$ cat src/rtl/add_mult_reducer_if.sv
// Beat-in / result-out bus for the add_mult_reducer block.
// The producer uses the master modport and the reducer uses the slave modport.
interface add_mult_reducer_if #(
    parameter int IN_SIZE_1 = 8,
    parameter int ACC_SIZE  = 32,
    parameter int LEN_SIZE  = 8
);
    localparam int PP_W = (IN_SIZE_1 + 1) * 2;

    logic                       valid_i;
    logic                       ready_o;
    logic [0:11][PP_W-1:0]      pp_i;
    logic signed [ACC_SIZE-1:0] corr_i;
    logic                       last_i;
    logic                       res_valid_o;
    logic                       res_ready_i;
    logic signed [ACC_SIZE-1:0] res_o;
    logic [LEN_SIZE-1:0]        res_cnt_o;
    logic                       ovf_o;

    modport slave (
        input  valid_i, pp_i, corr_i, last_i, res_ready_i,
        output ready_o, res_valid_o, res_o, res_cnt_o, ovf_o
    );

    modport master (
        output valid_i, pp_i, corr_i, last_i, res_ready_i,
        input  ready_o, res_valid_o, res_o, res_cnt_o, ovf_o
    );
endinterface

$ cat src/rtl/add_mult_reducer.sv
// Reduces twelve partial terms per beat into a signed dot-product accumulator.
// The design has two pipeline stages, a beat counter, and a sticky overflow flag.
module add_mult_reducer #(
    parameter int IN_SIZE_0 = 4,
    parameter int IN_SIZE_1 = 8,
    parameter int ACC_SIZE  = 32,
    parameter int LEN_SIZE  = 8
) (
    input logic               clk_i,
    input logic               rst_ni,
    add_mult_reducer_if.slave bus
);
    if (IN_SIZE_0 < 1 || IN_SIZE_1 < 1 || ACC_SIZE < 2 || LEN_SIZE < 1) begin : g_bad_cfg
        $error("add_mult_reducer: invalid parameter set");
    end

    localparam int                  MSB     = ACC_SIZE - 1;
    localparam logic [LEN_SIZE-1:0] CNT_MAX = '1;

    typedef enum logic [1:0] {IDLE, RUN, DRAIN, OUT} state_t;

    state_t                     state, state_nxt;
    logic                       ready, res_valid, xfer;
    logic                       s1_vld, ovf, add_ovf;
    logic signed [ACC_SIZE-1:0] beat, s1, acc, sum2;
    logic [LEN_SIZE-1:0]        cnt;

    assign ready = rst_ni && (state == IDLE || state == RUN);
    assign xfer  = bus.valid_i && ready;

    // The four products P0..P3 are folded into one flat sum of all twelve terms.
    always_comb begin
        beat = -bus.corr_i;
        for (int k = 0; k < 12; k++)
            beat = beat + ACC_SIZE'($signed(bus.pp_i[k]));
    end

    assign sum2    = acc + s1;
    assign add_ovf = s1_vld && (acc[MSB] == s1[MSB]) && (sum2[MSB] != acc[MSB]);

    always_ff @(posedge clk_i) begin
        if (!rst_ni) state <= IDLE;
        else         state <= state_nxt;
    end

    always_comb begin
        state_nxt = state;
        res_valid = 1'b0;
        case (state)
            IDLE, RUN: if (xfer) state_nxt = bus.last_i ? DRAIN : RUN;
            DRAIN:     state_nxt = OUT;
            OUT: begin
                res_valid = 1'b1;
                if (bus.res_ready_i) state_nxt = IDLE;
            end
            default:   state_nxt = IDLE;
        endcase
    end

    always_ff @(posedge clk_i) begin
        if (!rst_ni) begin
            s1     <= '0;
            s1_vld <= 1'b0;
            acc    <= '0;
            cnt    <= '0;
            ovf    <= 1'b0;
        end else if (state == OUT && bus.res_ready_i) begin
            s1_vld <= 1'b0;
            acc    <= '0;
            cnt    <= '0;
            ovf    <= 1'b0;
        end else begin
            s1_vld <= xfer;
            if (s1_vld) acc <= sum2;
            if (add_ovf) ovf <= 1'b1;
            if (xfer) begin
                s1 <= beat;
                // A counter that is already saturated reports overflow rather than wrapping.
                if (cnt == CNT_MAX) ovf <= 1'b1;
                else                cnt <= cnt + 1'b1;
            end
        end
    end

    assign bus.ready_o     = ready;
    assign bus.res_valid_o = res_valid;
    assign bus.res_o       = acc;
    assign bus.res_cnt_o   = cnt;
    assign bus.ovf_o       = ovf;
endmodule

$ cat src/flat_wrapper.sv
// flat-port wrapper written by rule: the top's interface ports become plain ports
module add_mult_reducer_flat 
#(
    parameter int IN_SIZE_0 = 4,
    parameter int IN_SIZE_1 = 8,
    parameter int ACC_SIZE  = 32,
    parameter int LEN_SIZE  = 8
)
  (clk_i, rst_ni, bus_valid_i, bus_pp_i, bus_corr_i, bus_last_i, bus_res_ready_i, bus_ready_o, bus_res_valid_o, bus_res_o, bus_res_cnt_o, bus_ovf_o);
  add_mult_reducer_if #(.IN_SIZE_1(IN_SIZE_1), .ACC_SIZE(ACC_SIZE), .LEN_SIZE(LEN_SIZE)) bus_i ();
  input logic clk_i;
  input logic rst_ni;
  input wire logic [$bits(bus_i.valid_i)-1:0] bus_valid_i;
  input wire logic [$bits(bus_i.pp_i)-1:0] bus_pp_i;
  input wire logic [$bits(bus_i.corr_i)-1:0] bus_corr_i;
  input wire logic [$bits(bus_i.last_i)-1:0] bus_last_i;
  input wire logic [$bits(bus_i.res_ready_i)-1:0] bus_res_ready_i;
  output wire logic [$bits(bus_i.ready_o)-1:0] bus_ready_o;
  output wire logic [$bits(bus_i.res_valid_o)-1:0] bus_res_valid_o;
  output wire logic [$bits(bus_i.res_o)-1:0] bus_res_o;
  output wire logic [$bits(bus_i.res_cnt_o)-1:0] bus_res_cnt_o;
  output wire logic [$bits(bus_i.ovf_o)-1:0] bus_ovf_o;
  assign bus_i.valid_i = bus_valid_i;
  assign bus_i.pp_i = bus_pp_i;
  assign bus_i.corr_i = bus_corr_i;
  assign bus_i.last_i = bus_last_i;
  assign bus_i.res_ready_i = bus_res_ready_i;
  assign bus_ready_o = bus_i.ready_o;
  assign bus_res_valid_o = bus_i.res_valid_o;
  assign bus_res_o = bus_i.res_o;
  assign bus_res_cnt_o = bus_i.res_cnt_o;
  assign bus_ovf_o = bus_i.ovf_o;
  add_mult_reducer #(.IN_SIZE_0(IN_SIZE_0), .IN_SIZE_1(IN_SIZE_1), .ACC_SIZE(ACC_SIZE), .LEN_SIZE(LEN_SIZE)) u_core (.clk_i(clk_i), .rst_ni(rst_ni), .bus(bus_i));
endmodule
$ cat config.mk
export PLATFORM = sky130hd
export DESIGN_NAME = add_mult_reducer_flat
export DESIGN_NICKNAME = d
export VERILOG_FILES = /design/src/rtl/add_mult_reducer_if.sv /design/src/rtl/add_mult_reducer.sv /design/src/flat_wrapper.sv
export SDC_FILE = /design/constraint.sdc
export NUM_CORES = 1
export LEC_CHECK = 0
export CAP_MARGIN = 5
export CORE_ASPECT_RATIO = 1.2
export CORE_MARGIN = 5
export CORE_UTILIZATION = 40
export CTS_BUF_LIST = sky130_fd_sc_hd__clkbuf_8 sky130_fd_sc_hd__clkbuf_16
export DETAILED_ROUTE_END_ITERATION = 6
export GPL_ROUTABILITY_DRIVEN = 0
export PLACE_DENSITY = 0.76
export SLEW_MARGIN = 15
export SYNTH_ARGS = -nofsm -noshare
export SYNTH_HDL_FRONTEND = slang
export SYNTH_SLANG_ARGS = --single-unit
$ cat constraint.sdc
create_clock -name clk_i -period 11.4 [get_ports clk_i]
set_clock_uncertainty 0.15 [all_clocks]
set_input_delay 2.85 -clock clk_i [delete_from_list [all_inputs] [get_ports clk_i]]
set_output_delay 2.85 -clock clk_i [all_outputs]
set_load 0.03 [all_outputs]
==> impl_metrics.json <==
{
  "status": "completed",
  "r2r-start": "u_core.bus.res_o[0]",
  "via_count": 9524,
  "final_common_cell": "inv_1",
  "max_slew_margin_pct": 35.7,
  "drt_first_iter_violations": 332,
  "vias_per_cell": 4.71,
  "critPathLaunchType": "primary input",
  "die_w_um": 170,
  "hold_viol": 0,
  "first_global_vias": 10600,
  "cp-end-kind": "register",
  "cts_setup_buffers": 0,
  "synth_cells": 1332,
  "ys_async_sr_fraction_pct": 0,
  "ctsHoldBuffers": 0,
  "crit_path_end": "u_core.s1[30]",
  "routedWlPerCell_um": 13.8,
  "cts_tree": "done",
  "synth.yosys.seq_area_share_pct": 12.3,
  "hold_path_class": "register to register",
  "r2r_cells": 12,
  "tightestPinTransition_ns": 0.962,
  "synth_enable_flop_cells": 0,
  "required_ns": 11.45,
  "portBuffers": 295,
  "dieArea_um2": 34400,
  "syn_to_final_growth_pct": 30.2,
  "die_h_um": 202,
  "clock_latency_ns": 0.33,
  "grt.overflow.total": 0,
  "start_util_pct": 40.4,
  "worstPathArrival_ns": 8.49,
  "cp-startpoint": "bus_pp_i[107]",
  "numClockSinks": 76,
  "num_rows": 70,
  "fin_crit_sh_pct": 74.0,
  "cts.repair.resized": 0,
  "drc": 0,
  "place_hpwl_mm": 25.5,
  "postRouteAntennaNets": 0,
  "antenna_cells": 0,
  "ys.flop_type": "dfxtp_1",
  "r2r-end": "u_core.bus.res_o[28]",
  "nets": 2203,
  "rsz0062_at_grt": "false",
  "io_pins": 296,
  "max-cap-violations": 0,
  "reg2reg_slack_ns": 8.14,
  "cts.htree.levels": 3,
  "core_area_um2": 30500,
  "cts_root_buffer": "clkbuf_16",
  "synth_top_area_share_pct": 42.2,
  "grt_use_total_pct": 16.8,
  "final.min_clock_period_ns": 8.43,
  "first_pass_iters": 4,
  "crit_type": "primary input to register",
  "utilization_pct": 52.6,
  "routed_wl_mm": 28.0,
  "grt_max_degree": 56,
  "most-common-layout-cells": "inv_1, clkdlybuf4s50_1, fa_1",
  "synthTopCellsByArea": "fa_1, inv_1, dfxtp_1, ha_1, xnor2_1",
  "worstPathMaxFanout": 13,
  "fmax_ghz": 0.119,
  "yosys_warnings": 0,
  "numCtsBuffers": 9,
  "synth_area_um2": 12300,
  "drv_slew": 0,
  "synth_nets": 1912,
  "yosys.cell_types.count": 62,
  "grt_pass1_wl_mm": 48.3,
  "cts_max_path_buffers": 2,
  "clk_pin_slew_ns": 0.06,
  "avgSynthCellArea_um2": 9.25,
  "tns_ns": 0,
  "ys_seq_elements": 76,
  "synth_top_area_cell": "fa_1",
  "setup_violations": 0,
  "antenna_found_initial": 0,
  "drive_above_1_share_pct": 2.33
}
==> cell type report <==
class | instances | area [um2]
well taps | 396 | 495
flip-flops and latches | 76 | 1520
clock inverters | 6 | 93.8
fillers | 2764 | 14400
multi-input cells | 828 | 9180
inverters | 409 | 1540
clock buffers | 10 | 239
repair buffers | 299 | 2980
==> through the flow <==
step	setup WS (ns)	area [um2]	cells	hold slack, ns
global placement	2.74	15700	2008	0.302
finish	2.97	16000	2024	0.314
global route	2.60	16000	2024	0.339
CTS	2.96	16000	2024	0.316
detailed placement	2.60	15700	2008	0.307
floorplan	3.52	12300	1332	0.286
==> kinds of logic (layout without fill, tap and decap cells) <==
family          Yosys count  count (layout)  synth area share (%)
mux                      17              17                  1.38
fa+ha+maj               327             327                  49.0
simple gates            203             203                  7.94
xor+xnor                 64              64                  4.55
compound gates          217             217                  11.6
flops                    76              76                  12.3
buf+inv                 428             724                  13.2
==> how the worst min path moves through the flow <==
stage	from	endpoint	slack, ns	depth (start not counted)
CTS	u_core.s1[0]	u_core.s1[0]	0.32	2
global route	u_core.s1[0]	u_core.s1[0]	0.34	2
floorplan	u_core.s1[10]	u_core.s1[10]	0.29	2
finish	u_core.s1[0]	u_core.s1[0]	0.31	2
detailed placement	u_core.s1[0]	u_core.s1[0]	0.31	2
global placement	u_core.s1[0]	u_core.s1[0]	0.30	2
==> flip-flops by register name (all words and copies together) (netlist names) <==
signal / count
u_core.bus.ovf_o: 1
u_core.bus.res_cnt_o: 8
u_core.bus.res_o: 32
u_core.s1: 32
u_core.s1_vld: 1
u_core.state: 2
==> synth_stat cells, types with 5 or more instances <==
cell type and number:
a211oi_1 13, a21boi_1 5, a21o_1 27, a21oi_1 52
a31oi_1 7, and2_1 5, and3_1 5, clkbuf_1 14
dfxtp_1 76, fa_1 260, ha_1 67, inv_1 408
mux2i_1 17, nand2_1 57, nand2b_1 12, nand3_1 31
nand4_1 6, nor2_1 48, nor2b_1 7, nor3_1 12
o21a_1 11, o21ai_0 21, o21ai_1 30, o21bai_1 6
o22ai_1 8, o31ai_1 6, or3_1 5, xnor2_1 41
xor2_1 23
==> metal layers <==
layer	up-vias	GRT usage [%]	share of wire, %
li1	4650	-	-
met1	4605	19.1	38
met2	243	33.1	55
met3	26	2.37	5.2
met4	0	2.80	1.4
met5	-	0	0
==> worst max-delay path, stage by stage <==
cell and delay, ns:
clkdlybuf4s50_1 0.43, fa_1 0.59, inv_1 0.07, fa_1 0.95, fa_1 0.55, fa_1 0.48
fa_1 0.49, inv_1 0.04, ha_1 0.32, a21o_1 0.17, a21o_1 0.18, a21oi_1 0.19
o21bai_1 0.12, a2111o_1 0.42, nor3_1 0.28, o31ai_1 0.15, xnor2_1 0.15, o21ai_1 0.06
Power is not shown: default switching activity piles up to over one toggle a cycle in this logic, so the estimate is an artifact.
